**config.mk**
```make
export PLATFORM = sky130hd
export DESIGN_NAME = pool_window_gen
export DESIGN_NICKNAME = d
export VERILOG_FILES = /design/src/rtl/pool_pkg.sv /design/src/rtl/pool_line_buf.sv /design/src/rtl/pool_window_gen.sv
export SDC_FILE = /design/constraint.sdc
export NUM_CORES = 1
export LEC_CHECK = 0
export CAP_MARGIN = 40
export CELL_PAD_IN_SITES_DETAIL_PLACEMENT = 1
export CELL_PAD_IN_SITES_GLOBAL_PLACEMENT = 1
export CORE_ASPECT_RATIO = 2
export CORE_MARGIN = 2
export CORE_UTILIZATION = 40
export CTS_BUF_LIST = sky130_fd_sc_hd__clkbuf_4 sky130_fd_sc_hd__clkbuf_8
export DETAILED_ROUTE_END_ITERATION = 8
export GPL_TIMING_DRIVEN = 0
export PLACE_DENSITY_LB_ADDON = 0.1
export SETUP_SLACK_MARGIN = 0.2
export SYNTH_ARGS = -nofsm -noshare
export SYNTH_HDL_FRONTEND = slang
export SYNTH_SLANG_ARGS = --single-unit
```
**constraint.sdc**
```tcl
create_clock -name clk -period 2.3 [get_ports clk]
set_clock_uncertainty 0.05 [all_clocks]
set_input_delay 0.345 -clock clk [delete_from_list [all_inputs] [get_ports clk]]
set_output_delay 0.345 -clock clk [all_outputs]
set_load 0.02 [all_outputs]
```
**src/rtl/pool_pkg.sv**
```systemverilog
// Shared types and defaults for the 2x2 pooling window generator.
// Optional sticky overflow flag: POOL_WIN_ERR_EN.
package pool_pkg;

    localparam int POOL_DATA_W = 8;
    localparam int POOL_IMG_W  = 28;
    localparam int POOL_IMG_H  = 28;

    typedef logic [1:0] pool_win_state_t;

    localparam pool_win_state_t ROW_EVEN = 2'd0;
    localparam pool_win_state_t ROW_ODD  = 2'd1;
    localparam pool_win_state_t DONE     = 2'd2;

    typedef struct packed {
        logic [POOL_DATA_W-1:0] tl;
        logic [POOL_DATA_W-1:0] tr;
        logic [POOL_DATA_W-1:0] bl;
        logic [POOL_DATA_W-1:0] br;
    } pool_win_t;

endpackage

```
**src/rtl/pool_line_buf.sv**
```systemverilog
// One-row pixel store: synchronous write, asynchronous read, shared address.
module pool_line_buf
    import pool_pkg::*;
#(
    parameter int DEPTH  = POOL_IMG_W,
    parameter int DATA_W = POOL_DATA_W,
    parameter int AW     = $clog2(DEPTH)
) (
    input  logic              clk,
    input  logic              we,
    input  logic [AW-1:0]     addr,
    input  logic [DATA_W-1:0] wdata,
    output logic [DATA_W-1:0] rdata
);

    logic [DATA_W-1:0] mem [DEPTH];

    always_ff @(posedge clk) begin
        if (we) begin
            mem[addr] <= wdata;
        end
    end

    assign rdata = mem[addr];

endmodule

```
**src/rtl/pool_window_gen.sv**
```systemverilog
// Streaming stride-2 2x2 window generator feeding the average pooling stage.
// POOL_WIN_ERR_EN adds the sticky ovf_err output.
module pool_window_gen
    import pool_pkg::*;
#(
    parameter int IMG_W  = POOL_IMG_W,
    parameter int IMG_H  = POOL_IMG_H,
    parameter int DATA_W = POOL_DATA_W
) (
    input  logic              clk,
    input  logic              rst,
    input  logic              pix_valid,
    input  logic [DATA_W-1:0] pix_in,
    output logic              pix_ready,
    output logic [DATA_W-1:0] win_tl,
    output logic [DATA_W-1:0] win_tr,
    output logic [DATA_W-1:0] win_bl,
    output logic [DATA_W-1:0] win_br,
    output logic              win_valid,
`ifdef POOL_WIN_ERR_EN
    output logic              ovf_err,
`endif
    output logic              frame_done
);

    localparam int CW = (IMG_W > 1) ? $clog2(IMG_W) : 1;
    localparam int RW = (IMG_H > 1) ? $clog2(IMG_H) : 1;
    localparam logic [CW-1:0] COL_LAST = CW'(IMG_W - 1);
    localparam logic [RW-1:0] ROW_LAST = RW'(IMG_H - 1);

    pool_win_state_t   state;
    logic [CW-1:0]     col;
    logic [RW-1:0]     row;
    logic [DATA_W-1:0] lb_q;
    logic [DATA_W-1:0] tl_q;
    logic [DATA_W-1:0] bl_q;
    logic              xfer;
    logic              col_end;
    logic              row_end;
    logic              lb_we;

    assign pix_ready = !rst && (state != DONE);
    assign xfer      = pix_valid && pix_ready;
    assign col_end   = (col == COL_LAST);
    assign row_end   = (row == ROW_LAST);
    assign lb_we     = xfer && (state == ROW_EVEN);

    pool_line_buf #(
        .DEPTH  (IMG_W),
        .DATA_W (DATA_W),
        .AW     (CW)
    ) u_line_buf (
        .clk    (clk),
        .we     (lb_we),
        .addr   (col),
        .wdata  (pix_in),
        .rdata  (lb_q)
    );

    // An odd final row stays in ROW_EVEN, so it only fills the buffer.
    always_ff @(posedge clk) begin
        if (rst) begin
            state <= ROW_EVEN;
            col   <= '0;
            row   <= '0;
        end else begin
            case (state)
                DONE: begin
                    state <= ROW_EVEN;
                    col   <= '0;
                    row   <= '0;
                end
                default: begin
                    if (xfer) begin
                        if (col_end) begin
                            col <= '0;
                            if (row_end) begin
                                row   <= '0;
                                state <= DONE;
                            end else begin
                                row   <= row + 1'b1;
                                state <= (state == ROW_EVEN) ? ROW_ODD
                                                             : ROW_EVEN;
                            end
                        end else begin
                            col <= col + 1'b1;
                        end
                    end
                end
            endcase
        end
    end

    always_ff @(posedge clk) begin
        if (rst) begin
            tl_q       <= '0;
            bl_q       <= '0;
            win_tl     <= '0;
            win_tr     <= '0;
            win_bl     <= '0;
            win_br     <= '0;
            win_valid  <= 1'b0;
            frame_done <= 1'b0;
        end else begin
            win_valid  <= 1'b0;
            frame_done <= xfer && col_end && row_end;
            if (xfer && (state == ROW_ODD)) begin
                if (!col[0]) begin
                    bl_q <= pix_in;
                    tl_q <= lb_q;
                end else begin
                    win_tl    <= tl_q;
                    win_tr    <= lb_q;
                    win_bl    <= bl_q;
                    win_br    <= pix_in;
                    win_valid <= 1'b1;
                end
            end
        end
    end

`ifdef POOL_WIN_ERR_EN
    always_ff @(posedge clk) begin
        if (rst) begin
            ovf_err <= 1'b0;
        end else if (pix_valid && !pix_ready) begin
            ovf_err <= 1'b1;
        end
    end
`endif

endmodule

```
==> flow_metrics.py <==
metrics = {
    "global_routing": {
        "gr-total-overflow": 0,
        "antenna_found_initial": 0,
        "grtUsageTotal": 0.212,
        "grt_start_max_net_pins": 27,
        "grt_pass1_wl_um": 46000,
        "via_count_of_the_first_global_routing_pass": 7592,
    },
    "cells_and_area": {
        "fraction_of_layout_cells_with_a_size_suffix_above_1": 0.236,
        "areaGrowthSynthToFinish_pct": 22.2,
        "instances_no_fill": 1277,
        "multiInputGateArea_um2": 3490,
        "fill_cells": 2842,
        "diodes": 0,
        "fin_area_um2": 13900,
        "design.final.nets": 912,
        "layout.area.seq_um2": 8070,
        "finish.utilization": 0.493,
    },
    "floorplanning": {
        "die_y_extent_um": 242,
        "core_region_area_um2": 28100,
        "floorplan.die.width_um": 123,
        "initial_utilization": 0.404,
        "io-pin-count": 46,
        "die_area_um2": 29800,
        "fp_rows": 87,
    },
    "cts": {
        "clk-insertion-delay-late_ns": 0.55,
        "worst_setup_hold_path_clk_slew_ns": 0.07,
        "clock_tree.buffer_depth": 3,
        "tritoncts": "built",
        "htree_levels": 2,
        "clock_sink_count": 291,
        "tritoncts.num_buffers": 40,
        "clk_root_buffer_cell": "clkbuf_8",
    },
    "synth": {
        "synth.distinct_cells": 44,
        "synth_async_sr_flop_share": 0,
        "ys_warnings": 0,
        "yosysSeqAreaShare": 0.712,
        "cell_taking_the_most_area_after_synthesis": "edfxtp_1",
        "yosys_register_bits": 291,
        "synthMostInstantiatedCell": "edfxtp_1",
        "synth.top_cells.by_area": "edfxtp_1 59%, dfxtp_1 12%, mux2i_1 9.0%",
        "avgSynthCellArea_um2": 14.4,
        "netlist_top_cells_count": "224 x edfxtp_1, 102 x mux2i_1, 89 x nand2_1",
        "synth_enable_flop_cells": 224,
        "gate_count_of_the_mapped_netlist": 786,
        "yosys_most_used_dff": "edfxtp_1",
        "syn-cell-area_um2": 11300,
        "synth_nets": 803,
        "synth_top_area_frac": 0.594,
    },
    "pwr": {
        "total_power_mw": 10.1,
        "leakage_nw": 4.38,
        "vdd.ir_drop.worst_mv": 0.504,
        "power_density_nw_per_um2": 727,
    },
    "timing": {
        "period_needed_ns": 2.11,
        "fmax_mhz": 474,
        "setup_tns_ns": 0,
        "final.setup.worst_slack_ns": 0.188,
        "setup_repair_after_global_routing_missed_its_margin": "true",
        "fin_crit_sh": 0.918,
        "hold_ws_ns": 0.410,
        "pins_over_slew_limit": 0,
        "timing.final.setup_violations": 0,
        "finalHoldViolations": 0,
        "worst_slew_margin_rel": 0.573,
        "worst_pin_slew_ns": 0.639,
    },
    "route": {
        "m1WireLength_um": 10600,
        "drt-initial-drc-count": 339,
        "vias": 6771,
        "drt_pre_antenna_iters": 4,
        "drt-total-wl_um": 30800,
        "met2RoutedLength_um": 17500,
        "route.met3.wl_um": 1080,
        "top_layer_used": "met4",
        "dr_vias_cell": 5.30,
        "drc_errors": 0,
        "dr_wl_cell_um": 24.1,
        "detail-route-antenna-nets": 0,
    },
    "job": {
        "drv_cap": 0,
    },
    "place": {
        "detailedPlacementHpwl_um": 22200,
        "place.gp.congestion": 0.806,
        "dp_slack_ns": -1.01,
        "dp.cells": 1200,
        "port-buffer-count": 45,
        "dpl_cell_area_um2": 12400,
    },
    "status": {
        "status": "finished, final reports clean",
    },
    "critical_path": {
        "crit_path_end_kind": "flop",
        "timing.critical_path.required_ns": 2.51,
        "crit_type": "input port to flop",
        "crit_path_start_kind": "input port",
        "critical_path_peak_fanout": 7,
        "crit_arrival_ns": 2.33,
    },
    "hold_path": {
        "hold_path_class": "flop to flop",
    },
}
==> final timing paths <==
kind | startpoint | to | slack, ns | cells after the start
worst min-delay path | bl_q[1]$_SDFFE_PP0P_ | win_bl[1]$_SDFFE_PP0P_ | 0.41 | 2
worst max register to register | flop | tl_q[1]$_SDFFE_PP0P_ | 0.22 | 8
worst max-delay path | rst | u_line_buf.mem[8][0]$_DFFE_PP_ | 0.19 | 7
worst min register to register | bl_q[1]$_SDFFE_PP0P_ | win_bl[1]$_SDFFE_PP0P_ | 0.41 | 2
==> worst max-delay path, stage by stage <==
cell             delay [ns]
clkdlybuf4s50_1        0.52
nand2b_1               0.29
nor3_4                 0.32
buf_4                  0.19
nand2_4                0.13
nor2_2                 0.28
buf_4                  0.23
==> power breakdown <==
group | internal, mW | switching, mW | total, mW
Sequential | 5.67 | 0.00810 | 5.68
Combinational | 0.242 | 0.363 | 0.605
Clock | 1.92 | 1.87 | 3.80
==> flip-flops by register name, indices dropped and copies added (netlist names), named ones only <==
name / count
win_br: 8
u_line_buf.mem: 224
row: 5
col: 5
tl_q: 8
win_tr: 8
frame_done: 1
win_valid: 1
state: 2
bl_q: 8
win_tl: 8
win_bl: 8
==> final cells by class <==
cell class / count / share of cell area
sequential: 291 / 0.583
multi-input combinational: 445 / 0.252
timing repair buffer: 67 / 0.0535
clock buffer: 57 / 0.0499
tap: 356 / 0.0322
buffer: 43 / 0.0246
clock inverter: 11 / 0.00334
inverter: 7 / 0.00190
==> logic make-up after synthesis <==
family,count (synthesis),share of synthesized area
compound gates,130,0.0752
xor+xnor,6,0.00464
fa+ha+maj,6,0.00662
buf+inv,50,0.0262
flops,291,0.712
mux,113,0.101
simple gates,190,0.0745
==> placed cells by master, fill, tap and decap left out, types with 7 or more instances in the layout <==
cell	instances
a22oi_2	16
a22oi_1	22
nand3b_1	7
edfxtp_1	224
nand2_1	85
clkbuf_2	11
nor2_1	24
clkinv_1	8
nand3_1	12
nor2_4	23
buf_6	8
buf_8	7
mux2_2	11
mux2i_1	93
clkbuf_4	15
a21oi_1	52
clkbuf_1	9
clkbuf_8	42
dfxtp_1	65
clkdlybuf4s50_1	44
buf_4	16
a211oi_1	7
==> metal layers <==
metal | vias up | GRT usage
met5 | - | 0
met4 | 0 | 0.109
met3 | 72 | 0.0323
met2 | 149 | 0.402
met1 | 3376 | 0.216
li1 | 3174 | -
==> what timing repair did <==
item,CTS,global route
setup buffers,0,8
endpoints found under the setup margin,250,256
cloned,0,1
gates resized for setup,76,86
hold buffers,0,0
pin swaps,2,12
Power figures use the tool's default switching activity.
